==> src/rtl/ib_fetch_sequencer.sv <==
// Instruction fetch sequencer: owns the PC, issues one memory read at a time, hands words to decode.
// Optional macro IB_HALT_ON_WRAP_EN: accepting the last address halts instead of wrapping the PC.
module ib_fetch_sequencer #(
  parameter int                AWIDTH     = 6,
  parameter int                RWIDTH     = 32,
  parameter int                MEM_LAT    = 1,
  parameter logic [AWIDTH-1:0] RESET_ADDR = '0
) (
  input  logic              clk,
  input  logic              rst,
  input  logic              start,
  input  logic              redirect,
  input  logic [AWIDTH-1:0] redirect_addr,
  output logic              mem_req,
  output logic [AWIDTH-1:0] mem_addr,
  input  logic [RWIDTH-1:0] mem_rdata,
  output logic              instr_valid,
  input  logic              instr_ready,
  output logic [RWIDTH-1:0] instr,
  output logic [AWIDTH-1:0] instr_addr,
  output logic [AWIDTH-1:0] pc,
  output logic              halted
);

  localparam int              CW   = (MEM_LAT > 1) ? $clog2(MEM_LAT) : 1;
  localparam logic [CW-1:0]   LAST = CW'(MEM_LAT - 1);

  typedef enum logic [2:0] {IDLE, REQ, WAIT, VALID, HALT} state_t;

  state_t            state, state_nx;
  logic [AWIDTH-1:0] pc_nx;
  logic [CW-1:0]     cnt;
  logic              capture;

  assign mem_addr = pc;

  always_ff @(posedge clk or posedge rst) begin
    if (rst) state <= IDLE;
    else     state <= state_nx;
  end

  always_comb begin
    state_nx    = state;
    pc_nx       = pc;
    capture     = 1'b0;
    mem_req     = 1'b0;
    instr_valid = 1'b0;
    halted      = 1'b0;
    case (state)
      IDLE: begin
        if (start) begin
          state_nx = REQ;
          pc_nx    = RESET_ADDR;
        end
      end
      REQ: begin
        mem_req  = 1'b1;
        state_nx = WAIT;
      end
      WAIT: begin
        if (cnt == LAST) begin
          capture  = 1'b1;
          state_nx = VALID;
        end
      end
      VALID: begin
        instr_valid = 1'b1;
        if (instr_ready) begin
          pc_nx    = pc + AWIDTH'(1);
          state_nx = REQ;
`ifdef IB_HALT_ON_WRAP_EN
          if (pc == {AWIDTH{1'b1}}) state_nx = HALT;
`endif
        end
      end
      HALT: begin
`ifdef IB_HALT_ON_WRAP_EN
        halted = 1'b1;
`endif
      end
      default: state_nx = IDLE;
    endcase
    // Redirect wins in every state, including over start and over a handshake.
    if (redirect) begin
      state_nx = REQ;
      pc_nx    = redirect_addr;
      capture  = 1'b0;
    end
  end

  always_ff @(posedge clk or posedge rst) begin
    if (rst) begin
      pc         <= RESET_ADDR;
      cnt        <= '0;
      instr      <= '0;
      instr_addr <= '0;
    end else begin
      pc <= pc_nx;
      if (state == REQ)       cnt <= '0;
      else if (state == WAIT) cnt <= cnt + CW'(1);
      if (capture) begin
        instr      <= mem_rdata;
        instr_addr <= pc;
      end
    end
  end

endmodule

==> config.mk <==
export PLATFORM = sky130hd
export DESIGN_NAME = ib_fetch_sequencer
export DESIGN_NICKNAME = d
export VERILOG_FILES = /design/src/rtl/ib_fetch_sequencer.sv
export SDC_FILE = /design/constraint.sdc
export NUM_CORES = 1
export LEC_CHECK = 0
export ABC_AREA = 1
export BUFFER_PORTS_ARGS = -buffer_cell sky130_fd_sc_hd__buf_2
export CELL_PAD_IN_SITES_DETAIL_PLACEMENT = 1
export CELL_PAD_IN_SITES_GLOBAL_PLACEMENT = 1
export CORE_MARGIN = 3
export CORE_UTILIZATION = 28
export DETAILED_ROUTE_END_ITERATION = 8
export GPL_TIMING_DRIVEN = 0
export HOLD_SLACK_MARGIN = 0.12
export PLACE_DENSITY_LB_ADDON = 0.1
export RECOVER_POWER = 50
export SYNTH_ARGS = -nofsm -noshare
export SYNTH_HDL_FRONTEND = slang
export SYNTH_SLANG_ARGS = --single-unit
export TNS_END_PERCENT = 5
==> constraint.sdc <==
create_clock -name clk -period 1.72 [get_ports clk]
set_input_delay 0.086 -clock clk [delete_from_list [all_inputs] [get_ports clk]]
set_output_delay 0.086 -clock clk [all_outputs]
set_load 0.05 [all_outputs]
== Yosys cells after proc, flatten, opt, wreduce, memory -nomap -nowiden ==
Index checks and enable logic that the tools add are counted.
Operators by class
  equality and inequality tests: 8
  muxes and demuxes: 16
  reduce and logical (&&, ||, !) cells: 5
  $add $sub $neg: 2
Operators by type and width (number)
  6-bit two-way mux: 3
  3-bit one-hot mux with 5 select lines: 1
  3-bit two-way mux: 4
  6-bit one-hot mux with 2 select lines: 1
  3-bit != test, second input constant: 3
  1-bit two-way mux: 7
  6-bit by 1-bit adder with 6-bit output, second input constant: 1
  3-bit by 2-bit == test with 1-bit output, second input constant: 2
  4-bit AND reduction: 1
  3-bit by 1-bit == test with 1-bit output, second input constant: 1
  3-bit == test, second input constant: 1
  3-bit logical NOT: 1
  3-bit AND reduction: 1
  3-bit nonzero test: 1
  2-bit != test, second input constant: 1
  2-bit nonzero test: 1
  1-bit adder, second input constant: 1
Storage, ports and cells
  word-level logic and storage cells: 36
  bits in registers: 48

== Longest topological paths before layout ==
  depth after elaboration: 4
  mapped depth: 8
  mapped depth without buffers: 8

== Worst setup path before layout ==
No wires, ideal clock.
  kind: register to register
  from: register state[0]
  to: register pc[2] (netlist: mem_addr[2])
  buffers on the path: 0
  library setup time: 0.127 ns
  stages on the path, launching flop included: 7
  path slack: 0.161 ns
  arrival time: 1.432 ns
  cell sequence: dfrtp_1 -> ha_1 -> nor2_1 -> nand2_1 -> nand3_1 -> inv_1 -> o21ai_0
Between the ends
  longest elaborated chain between the ends: 3
Ends and longest elaborated chain
  start, declared: RTL line 30  | state_t state, state_nx;
  start signal, assigned: RTL line 39  | else state <= state_nx;
  3-bit by 2-bit == test with 1-bit output or 3-bit logical NOT (tied branches): RTL line 49  | case (state)
  3-bit != test (no source line), or another cell as far along
  3-bit AND reduction (no source line) or 6-bit two-way mux (tied branches)
  end signal, assigned: RTL line 98  | pc <= pc_nx;
  end, declared: RTL line 21  | output logic [AWIDTH-1:0] pc,
Parallel ways exist; a longest one is shown, timed or not.
A chain may end at the register's enable or synchronous reset.

== Worst setup path in the final report ==
  from: register state[0]
  to: register instr[14]
Between the ends
  longest elaborated chain between the ends: 3
Ends and longest elaborated chain
  3-bit by 2-bit == test with 1-bit output: RTL line 49
  1-bit two-way mux: RTL line 49
  1-bit two-way mux: RTL line 84  | if (redirect) begin
  end signal, assigned: RTL line 102  | instr <= mem_rdata;
  end, declared: RTL line 19  | output logic [RWIDTH-1:0] instr,
Every way passes these cells.

==> summary.txt <==
Synth
  • Syn nets: 239
  • Synth top area cells: dfrtp_1, mux2_4, nand2_1
  • Top FF cell, synth: dfrtp_1
  • Syn Std Cell Area: 2220 um2
  • Yosys top cell area share: a little over half
  • Cell count after synthesis: 190
  • Post-synth top cells: dfrtp_1, nand2_1, mux2_4, inv_1, o21ai_0
  • Synthesized flop and latch total: 47
  • EDFF count, synth: 0
  • Async set-reset flop share out of synthesis: 100%
  • Yosys warns: 0
  • Area leader, netlist: dfrtp_1
  • Synth unique cells: 17
  • Most common cell in the netlist: dfrtp_1
  • Sequential share of the synthesized area: a little over half
  • Mean Syn Cell Area: between 10 and 15 um2

Clock tree
  • CTS clk-pin slew, worst paths: roughly 90 ps
  • Root Driver: clkbuf_8
  • Clock buffer depth: 2
  • CTS tree: done
  • # H-tree levels: 2
  • Setup bufs post-CTS: 0
  • Total CTS buffers: 5
  • Clk sinks: 47
  • Skew-Pair Late Insertion Delay: 300 ps

Power
  • Clock share of power: between 10% and 20%
  • P_int: roughly 3.2 mW
  • Switch share: between 50% and 60%
  • NetSw: around 3.6 mW
  • Comb pwr share: 58.4%
  • Power share of the sequential group: between 20% and 30%
  • Pwr dens: between 2000 and 2500 nW/um2
  • Peak supply drop: ~700 uV
  • Leak Pwr: roughly 1.8 nW

STA
  • Worst Max-Slew Pin Slew: about 810 ps
  • Post-route minimum period: ~1600 ps
  • Worst slew margin: a little under half
  • Final Max Tran Viols: 0
  • Final Cycle Share: about nine tenths
  • Final worst slack: ~150 ps
  • Achievable clock frequency: around 640 MHz
  • Final setup fails: 0
  • Final TNS setup: 0 ps
  • Setup repair after global routing missed its margin: false
  • Final Skew: 4.82 ps
  • Hold Fails Final Rpt: 0

Finish
  • Layout cells sized above 1: 37.3%
  • Sequential Area: between 1000 and 1500 um2
  • Fill cell count: between 800 and 900
  • Post-Route Utilization: a little over two fifths
  • Area delta synth->final: 48.0%
  • Non-Filler Instances: 429
  • Area of the multi-input gates: around 870 um2
  • Ant. Diodes: 0
  • Final net count: 378

GRT
  • Initial antenna violation count: 0
  • Number of global-route vias before repair: around 1900
  • Tot GR Track Use: between 10 and 15%
  • GRT Residual Overflow: 0
  • Pin count of the biggest net entering global routing: 29
  • Global-route wire length before repair: approximately 10 mm

Route
  • DRT Pass-1 Iters: 4
  • Routed Antenna Nets: 0
  • Via density: 4.19
  • Total Routed Length: between 6 and 7 mm
  • Initial DRC Count: 24
  • Vias: 1799
  • Residual DRC count: 0
  • WL per Instance: about 14 um

Critical path
  • Worst EP required: 1900 ps
  • Startpoint Class: flip-flop
  • CP endpoint kind: flip-flop
  • CP Class: reg -> reg
  • Crit path DAT: approximately 1800 ps
  • Largest fanout on the critical path: 10

Die
  • Core region area: 7490 um2
  • Die footprint: 9040 um2
  • IO Count: 96
  • Initial Util: ~30%
  • Std-Cell Rows: 31
  • DIE HEIGHT: roughly 95 um
  • Die X: between 90 and 100 um

Placement
  • IO Port Bufs: between 90 and 100
  • GP Congestion: ~0.73
  • Setup WS pre-CTS: ~130 ps
  • Placed Cells: 383
  • Dpl hpwl: between 4 and 5 mm

Min path
  • Hold Path Class: in -> reg

Outcome
  • Outcome: finished, final reports clean

Flow run
  • Max-Cap Viols: 0
-- worst max-delay path, cell delays in order, from the launching register on --
cell     delay (ps)
dfrtp_1         410
inv_1           100
ha_1            250
nand3_4         170
buf_6           210
mux2_4          320
-- area by class of cell --
class | count | share of cell area, %
plain buffers | 12 | 3.12
clock buffers | 6 | 2.51
clock inverters | 2 | 1.18
inverters | 17 | 2.09
multi-input cells | 114 | 26.6
flip-flops and latches | 47 | 35.8
well taps | 99 | 3.77
repair buffers | 132 | 25.0
-- flip-flops by register name, indices dropped and copies added, names as in the netlist --
name,count
instr,32
cnt,1
instr_addr,6
state,2
mem_addr,6
-- what timing repair did --
action	CTS	global route
setup endpoints to repair	0	2
hold endpoints to repair	56	0
gates resized for setup	0	1
hold buffers	38	0
-- through the flow --
stage | power (mW) | area, um2 | hold WS (ps)
final | 6.84 | 3290 | 131
after global placement | 5.98 | 2810 | 319
after global routing | 7.28 | 3290 | 170
after floorplan | 5.11 | 2220 | 235
after CTS | 7.00 | 3330 | 125
after detailed placement | 6.03 | 2830 | 148
-- layer usage --
metal	part of all wire, %	wire length, um	global-route usage (%)	vias up
met3	5.1	306	4.18	4
met2	49	2980	23.3	52
met1	45	2710	18.1	858
met4	0.66	40	3.25	0
met5	0	0	0	-
li1	-	-	-	885
-- power by group through the flow --
| stage | clock, mW | sequential [mW] | combinational [mW] |
|---|---|---|---|
| finish | 0.864 | 1.98 | 4.00 |
| CTS | 0.904 | 1.98 | 4.12 |
| global route | 0.961 | 2.07 | 4.25 |
| detailed placement | 0 | 1.99 | 4.04 |
| global placement | 0 | 1.97 | 4.01 |
| floorplan | 0 | 3.64 | 1.47 |
-- kinds of logic after synthesis --
| kind of cell | share of synthesized area (%) |
|---|---|
| buffers and inverters | 7.71 |
| AO/OA/AOI/OAI | 3.72 |
| adder cells (fa/ha/maj) | 3.38 |
| other | 0.169 |
| multiplexers | 20.9 |
| flip-flops | 52.9 |
| AND/OR/NAND/NOR | 11.1 |
-- final timing paths --
check	startpoint	endpoint	slack, ps	cells past startpoint
min reg2reg	instr_addr[3]	instr_addr[3]	500	2
min in group asynchronous	rst	instr_addr[5]	490	3
max reg2reg	state[0]	instr[14]	150	5
min	redirect	mem_addr[3]	130	5
max	state[0]	instr[14]	150	5
max in group asynchronous	rst	state[0]	280	4
-- cell usage in the layout, fill, tap and decap left out, drive strengths merged --
| master | n |
|---|---|
| o21ai | 13 |
| nor2 | 7 |
| o21bai | 1 |
| inv | 17 |
| clkinv | 1 |
| a21oi | 2 |
| conb | 1 |
| nand2 | 41 |
| mux2 | 32 |
| clkbuf | 33 |
| buf | 79 |
| ha | 6 |
| bufinv | 1 |
| dfrtp | 47 |
| nand3 | 11 |
| dlygate4sd3 | 38 |
Power figures use the tool's default switching activity.
